--- config.mk ---
export PLATFORM = sky130hd
export DESIGN_NAME = control_unit_ps
export DESIGN_NICKNAME = d
export VERILOG_FILES = /design/src/rtl/control_unit_ps.sv
export SDC_FILE = /design/constraint.sdc
export NUM_CORES = 1
export LEC_CHECK = 0
export CORE_UTILIZATION = 29
export DETAILED_ROUTE_END_ITERATION = 8
export HOLD_SLACK_MARGIN = 0.06
export PLACE_DENSITY_LB_ADDON = 0.2
export SLEW_MARGIN = 30
export SYNTH_ARGS = -nofsm -noshare
export SYNTH_HDL_FRONTEND = slang
export SYNTH_SLANG_ARGS = --single-unit
--- constraint.sdc ---
create_clock -name clk -period 1.8 [get_ports clk]
set_input_delay 0.54 -clock clk [delete_from_list [all_inputs] [get_ports clk]]
set_output_delay 0.54 -clock clk [all_outputs]
set_load 0.02 [all_outputs]
--- src/rtl/control_unit_ps.sv ---
// Control sequencer: fetch/decode/execute/ALU/writeback with CALL/RETURN stack tracking,
// I/O wait states and a maskable interrupt entry. Outputs are registered as the state is entered.
module control_unit_ps #(
  parameter int OP_W        = 6,
  parameter int ALU_OP_W    = 4,
  parameter int STACK_DEPTH = 8,
  localparam int SP_W       = $clog2(STACK_DEPTH + 1)
) (
  input  logic                clk,
  input  logic                reset,
  input  logic [OP_W-1:0]     op_code,
  input  logic                carry,
  input  logic                zero,
  input  logic                io_ready,
  input  logic                int_req,
  output logic                instruction_en,
  output logic                pc_en,
  output logic                alu_en,
  output logic                rf_write_en,
  output logic                rf_read_en,
  output logic                io_write_en,
  output logic                io_read_en,
  output logic                pc_jump,
  output logic [1:0]          pc_src,
  output logic                stack_push,
  output logic                stack_pop,
  output logic [SP_W-1:0]     sp,
  output logic                stack_err,
  output logic                int_ack,
  output logic [ALU_OP_W-1:0] alu_operate,
  output logic                alu_operand_sel,
  output logic [1:0]          rf_w_data_src
);

  localparam logic [OP_W-1:0] OP_JUMP    = OP_W'(6'b100010);
  localparam logic [OP_W-1:0] OP_JUMPC   = OP_W'(6'b111010);
  localparam logic [OP_W-1:0] OP_JUMPZ   = OP_W'(6'b110010);
  localparam logic [OP_W-1:0] OP_INPUT   = OP_W'(6'b001001);
  localparam logic [OP_W-1:0] OP_OUTPUT  = OP_W'(6'b101101);
  localparam logic [OP_W-1:0] OP_LOADI   = OP_W'(6'b000001);
  localparam logic [OP_W-1:0] OP_LOADR   = OP_W'(6'b000000);
  localparam logic [OP_W-1:0] OP_ADDI    = OP_W'(6'b010001);
  localparam logic [OP_W-1:0] OP_ADDR    = OP_W'(6'b010000);
  localparam logic [OP_W-1:0] OP_COMPARE = OP_W'(6'b011101);
  localparam logic [OP_W-1:0] OP_SUB     = OP_W'(6'b011001);
  localparam logic [OP_W-1:0] OP_CALL    = OP_W'(6'b100000);
  localparam logic [OP_W-1:0] OP_RETURN  = OP_W'(6'b100101);
  localparam logic [OP_W-1:0] OP_RETI    = OP_W'(6'b101001);
  localparam logic [OP_W-1:0] OP_ENINT   = OP_W'(6'b111100);
  localparam logic [OP_W-1:0] OP_DISINT  = OP_W'(6'b111101);

  typedef enum logic [2:0] {
    S_RESET, S_FETCH, S_DECODE, S_EXECUTE, S_IO_WAIT, S_ALU, S_WBACK, S_INT_ACK
  } state_t;

  state_t          state;
  logic            ie;
  logic            int_take;
  logic [SP_W-1:0] sp_after;
  logic            fetch_int;
  logic            sp_full;
  logic            sp_empty;

  // Occupancy once the strobes of the current cycle retire; the interrupt decision is
  // taken on entry to FETCH, so it must see the stack as it will be during FETCH.
  assign sp_after  = sp + SP_W'(stack_push) - SP_W'(stack_pop);
  assign fetch_int = int_req & ie & (sp_after < SP_W'(STACK_DEPTH));
  assign sp_full   = (sp == SP_W'(STACK_DEPTH));
  assign sp_empty  = (sp == '0);

  assign alu_operate     = (op_code == OP_ADDI || op_code == OP_ADDR) ? '0 : ALU_OP_W'(1);
  assign alu_operand_sel = (op_code == OP_ADDI || op_code == OP_SUB || op_code == OP_COMPARE);

  always_comb begin
    rf_w_data_src = 2'b11;
    if (op_code == OP_INPUT)      rf_w_data_src = 2'b00;
    else if (op_code == OP_LOADI) rf_w_data_src = 2'b01;
    else if (op_code == OP_LOADR) rf_w_data_src = 2'b10;
  end

  always_ff @(posedge clk) begin
    if (reset) begin
      state          <= S_RESET;
      instruction_en <= 1'b0;
      pc_en          <= 1'b0;
      alu_en         <= 1'b0;
      rf_write_en    <= 1'b0;
      rf_read_en     <= 1'b0;
      io_write_en    <= 1'b0;
      io_read_en     <= 1'b0;
      pc_jump        <= 1'b0;
      pc_src         <= 2'b00;
      stack_push     <= 1'b0;
      stack_pop      <= 1'b0;
      int_ack        <= 1'b0;
      int_take       <= 1'b0;
      sp             <= '0;
      stack_err      <= 1'b0;
      ie             <= 1'b0;
    end else begin
      instruction_en <= 1'b0;
      pc_en          <= 1'b0;
      alu_en         <= 1'b0;
      rf_write_en    <= 1'b0;
      rf_read_en     <= 1'b0;
      io_write_en    <= 1'b0;
      io_read_en     <= 1'b0;
      pc_jump        <= 1'b0;
      pc_src         <= 2'b00;
      stack_push     <= 1'b0;
      stack_pop      <= 1'b0;
      int_ack        <= 1'b0;
      int_take       <= 1'b0;
      sp             <= sp_after;
      case (state)
        S_FETCH: begin
          if (int_take) begin
            state      <= S_INT_ACK;
            int_ack    <= 1'b1;
            stack_push <= 1'b1;
            pc_src     <= 2'b10;
            pc_en      <= 1'b1;
            ie         <= 1'b0;
          end else begin
            state <= S_DECODE;
          end
        end
        S_DECODE: begin
          state <= S_EXECUTE;
          pc_en <= 1'b1;
          case (op_code)
            OP_LOADR, OP_OUTPUT, OP_ADDI, OP_ADDR, OP_SUB, OP_COMPARE: rf_read_en <= 1'b1;
            OP_LOADI: rf_write_en <= 1'b1;
            OP_JUMP:  pc_jump <= 1'b1;
            OP_JUMPC: pc_jump <= carry;
            OP_JUMPZ: pc_jump <= zero;
            OP_CALL: begin
              if (!sp_full) begin
                stack_push <= 1'b1;
                pc_jump    <= 1'b1;
              end else begin
                stack_err <= 1'b1;
              end
            end
            OP_RETURN, OP_RETI: begin
              if (!sp_empty) begin
                stack_pop <= 1'b1;
                pc_src    <= 2'b01;
                if (op_code == OP_RETI) ie <= 1'b1;
              end else begin
                stack_err <= 1'b1;
              end
            end
            OP_ENINT:  ie <= 1'b1;
            OP_DISINT: ie <= 1'b0;
            default: ;
          endcase
        end
        S_EXECUTE: begin
          case (op_code)
            OP_INPUT: begin
              state      <= S_IO_WAIT;
              io_read_en <= 1'b1;
            end
            OP_OUTPUT: begin
              state       <= S_IO_WAIT;
              io_write_en <= 1'b1;
            end
            OP_LOADR: begin
              state       <= S_WBACK;
              rf_write_en <= 1'b1;
            end
            OP_ADDI, OP_ADDR, OP_SUB, OP_COMPARE: begin
              state  <= S_ALU;
              alu_en <= 1'b1;
            end
            default: begin
              state          <= S_FETCH;
              int_take       <= fetch_int;
              instruction_en <= ~fetch_int;
            end
          endcase
        end
        S_IO_WAIT: begin
          if (!io_ready) begin
            state       <= S_IO_WAIT;
            io_read_en  <= io_read_en;
            io_write_en <= io_write_en;
          end else if (io_read_en) begin
            state       <= S_WBACK;
            rf_write_en <= 1'b1;
          end else begin
            state          <= S_FETCH;
            int_take       <= fetch_int;
            instruction_en <= ~fetch_int;
          end
        end
        S_ALU: begin
          if (op_code == OP_COMPARE) begin
            state          <= S_FETCH;
            int_take       <= fetch_int;
            instruction_en <= ~fetch_int;
          end else begin
            state       <= S_WBACK;
            rf_write_en <= 1'b1;
          end
        end
        S_RESET, S_WBACK, S_INT_ACK: begin
          state          <= S_FETCH;
          int_take       <= fetch_int;
          instruction_en <= ~fetch_int;
        end
        default: state <= S_RESET;
      endcase
    end
  end

endmodule
==> qor.tcl <==
set qor(status) {finished with violations}
set qor(violated_checks) {negative setup slack}
set qor(commonest_cells_in_the_netlist) {dfxtp_1, nor2_1, nand2_1}
set qor(stdcell_area_um2) 2240
set qor(globalRoute.totalOverflow) 0
set qor(num_cts_buffers) 3
set qor(num_io_pins) 37
set qor(clkTransAtPathRegs_ns) 0.08
set qor(grt_start_max_net_pins) 13
set qor(cts_max_path_buffers) 2
set qor(setup_viol) 3
set qor(fp.dieH_um) 72.78
set qor(post_synth_edffs) 0
set qor(n_antenna_cell) 0
set qor(crit_path_max_fanout) 4
set qor(final.period_utilization) 1.082
set qor(core_area_um2) 4786
set qor(number_of_hold_violations_in_the_final_report) 0
set qor(cts_root_buf) {clkbuf_8}
set qor(synth_top_area_cells) {dfxtp_1, ha_1, nor2_1, buf_6, nand2_1}
set qor(route.detailed.wl_per_inst_um) 12.32
set qor(finalWirelength_mm) 3.695
set qor(synthDistinctLibCells) 56
set qor(cpPeakStageDelay_ns) 0.49
set qor(synth_area_leader_cell) {dfxtp_1}
set qor(fin_worst_skew_ns) 0.005707
set qor(synth.top_cell.area_share) 0.3170
set qor(number_of_vias_in_the_routed_layout) 1399
set qor(power_density_nw_per_um2) 734.8
set qor(fin_util) 0.4680
set qor(seq_area_frac_synth) 0.3170
set qor(grt_first_pass_wirelength_mm) 6.078
set qor(io_buffers) 33
set qor(number_of_max_cap_violations) 0
set qor(drt_pass1_iterations) 4
set qor(syn-instance-count) 166
set qor(initial_core_util) 0.3035
set qor(die-width_um) 72.78
set qor(fmaxAchievable_mhz) 513.4
set qor(place_worst_setup_slack_ns) -0.8884
set qor(post-synth-top-count-cell) {dfxtp_1}
set qor(reg2reg_setup_slack_ns) 0.13
set qor(detail_route.drc_violations) 0
set qor(crit_path_top_delay_cell) {or4_4}
set qor(yosys_warnings) 0
set qor(p_leak_nw) 0.9312
set qor(cts_tree) {built}
set qor(clock_sink_count) 23
set qor(via_count_of_the_first_global_routing_pass) 1291
set qor(setup.worst_path.class) {in -> out}
set qor(layout-area-overhead-vs-synth_pct) 54.18
set qor(post_synth_top_flop) {dfxtp_1}
set qor(place_hpwl_mm) 2.702
set qor(critical_path.cell_chain) {buf_8 > nand2b_4 > or4_4 > buf_6}
set qor(kind_of_capture_point_of_the_worst_setup_path) {output pin}
set qor(gp_congestion) 0.7823
set qor(worst_ep_arrival_time_ns) 1.41
set qor(die-area_um2) 5296
set qor(avg_inst_size_synth_um2) 8.751
set qor(vdd_drop_max_uv) 316.0
set qor(worst_setup_sp_type) {primary input}
set qor(ys_ff_latch) 23
set qor(rows) 25
set qor(rsz_0062_raised_after_global_routing) {true}
set qor(drt_first_iter_violations) 59
set qor(ctsHtreeMaxLevel) 1
set qor(insertion_delay_ns) 0.27
set qor(synth_async_sr_flop_share) 0
set qor(post_place_cell_area_um2) 2021
set qor(final_layout_size_suffix_gt1_frac) 0.3948
set qor(worstHoldPathType) {reg -> reg}
set qor(grt_antenna_before_repair) 0
set qor(grt_util_all_layers) 0.1505
set qor(design.final.nets) 253
set qor(layout_min_cycle_time_ns) 1.948
set qor(cell_area_synth_um2) 1453
set qor(route.detailed.vias_per_inst) 4.663
set qor(timing.final.ws_setup_ns) -0.1480
set qor(critPathRequiredTime_ns) 1.26
set qor(antenna_violating_nets_post_route) 0
set qor(finalMaxSlewViolations) 0
## worst paths after layout
check / startpoint / end / cells past startpoint
worst min register to register: ie / instruction_en / 1
worst max-delay path: op_code[1] / rf_w_data_src[1] / 4
worst max register to register: sp[0] / int_take / 9
worst min-delay path: ie / instruction_en / 1
## critical path: cells and delay by family
family | cells | cell delay [ns]
buffers and inverters | 2 | 0.25
and+or+nand+nor | 2 | 0.62
## flip-flops by register name, summed over array words and instances, names as in the netlist
register / cells
instruction_en: 1
rf_write_en: 1
pc_src: 2
sp: 4
int_take: 1
state: 3
stack_pop: 1
alu_en: 1
pc_en: 1
pc_jump: 1
stack_push: 1
io_write_en: 1
int_ack: 1
ie: 1
stack_err: 1
io_read_en: 1
rf_read_en: 1
## cell families after synthesis
kind of cell	count (synthesis)	synth area share
fa+ha+maj	7	0.06546
compound gates	35	0.1912
mux	1	0.007751
simple gates	74	0.3032
xor+xnor	2	0.01206
other cells	1	0.002582
buf+inv	23	0.1008
flops	23	0.3170
## through the flow
stage | cells | setup TNS (ns) | total power [W] | hold WS [ns]
CTS | 297 | -0.4443 | 0.001622 | 0.4783
detailed placement | 288 | -12.09 | 0.001277 | 0.4611
global placement | 288 | -12.15 | 0.001279 | 0.4535
finish | 300 | -0.2294 | 0.001646 | 0.4794
global route | 300 | -0.3566 | 0.001753 | 0.5049
floorplan | 168 | 0 | 0.001061 | 0.4349
## cell type report
| cell class | count | area (um2) |
|---|---|---|
| repair buffers | 74 | 653.1 |
| multi-input cells | 122 | 955.9 |
| fillers | 467 | 2546 |
| inverters | 10 | 37.54 |
| clock buffers | 4 | 45.04 |
| flip-flops and latches | 23 | 464.2 |
| well taps | 67 | 83.83 |
## repair_timing
item / 4_1_cts / 5_1_grt
endpoints found under the setup margin: 23 / 12
cloned: 0 / 0
resized for setup: 59 / 26
hold buffers: 0 / 0
pin swaps: 8 / 14
setup buffers: 7 / 3
## placed cells by master (no fill, tap or decap), drive strengths merged, types with 2 or more instances in the layout
cell,instances
a21o,3
ha,6
nor2b,6
o21a,2
a21oi,10
nand2b,9
dlymetal6s2s,3
clkdlybuf4s50,17
inv,10
and2,3
conb,3
nor4,4
nor3,7
o21ai,3
a211oi,3
nor3b,3
nand2,12
nand3,3
dfxtp,23
nand3b,3
dlygate4sd2,3
a32oi,2
and2b,3
buf,51
nor2,17
a31oi,3
clkbuf,4
or4,3
## per-layer routing
layer,share of wire,wire [um],up-vias,track usage
li1,-,-,705,-
met1,0.47,1747,646,0.1959
met2,0.47,1731,44,0.2461
met3,0.044,163,4,0.02624
met4,0.014,53,0,0.06100
met5,0,0,-,0
## where the power goes
part           internal (W)  switching, W
Clock              0.000158      0.000166
Combinational      0.000343      0.000350
Sequential         0.000565     0.0000630
Power figures use the tool's default switching activity.
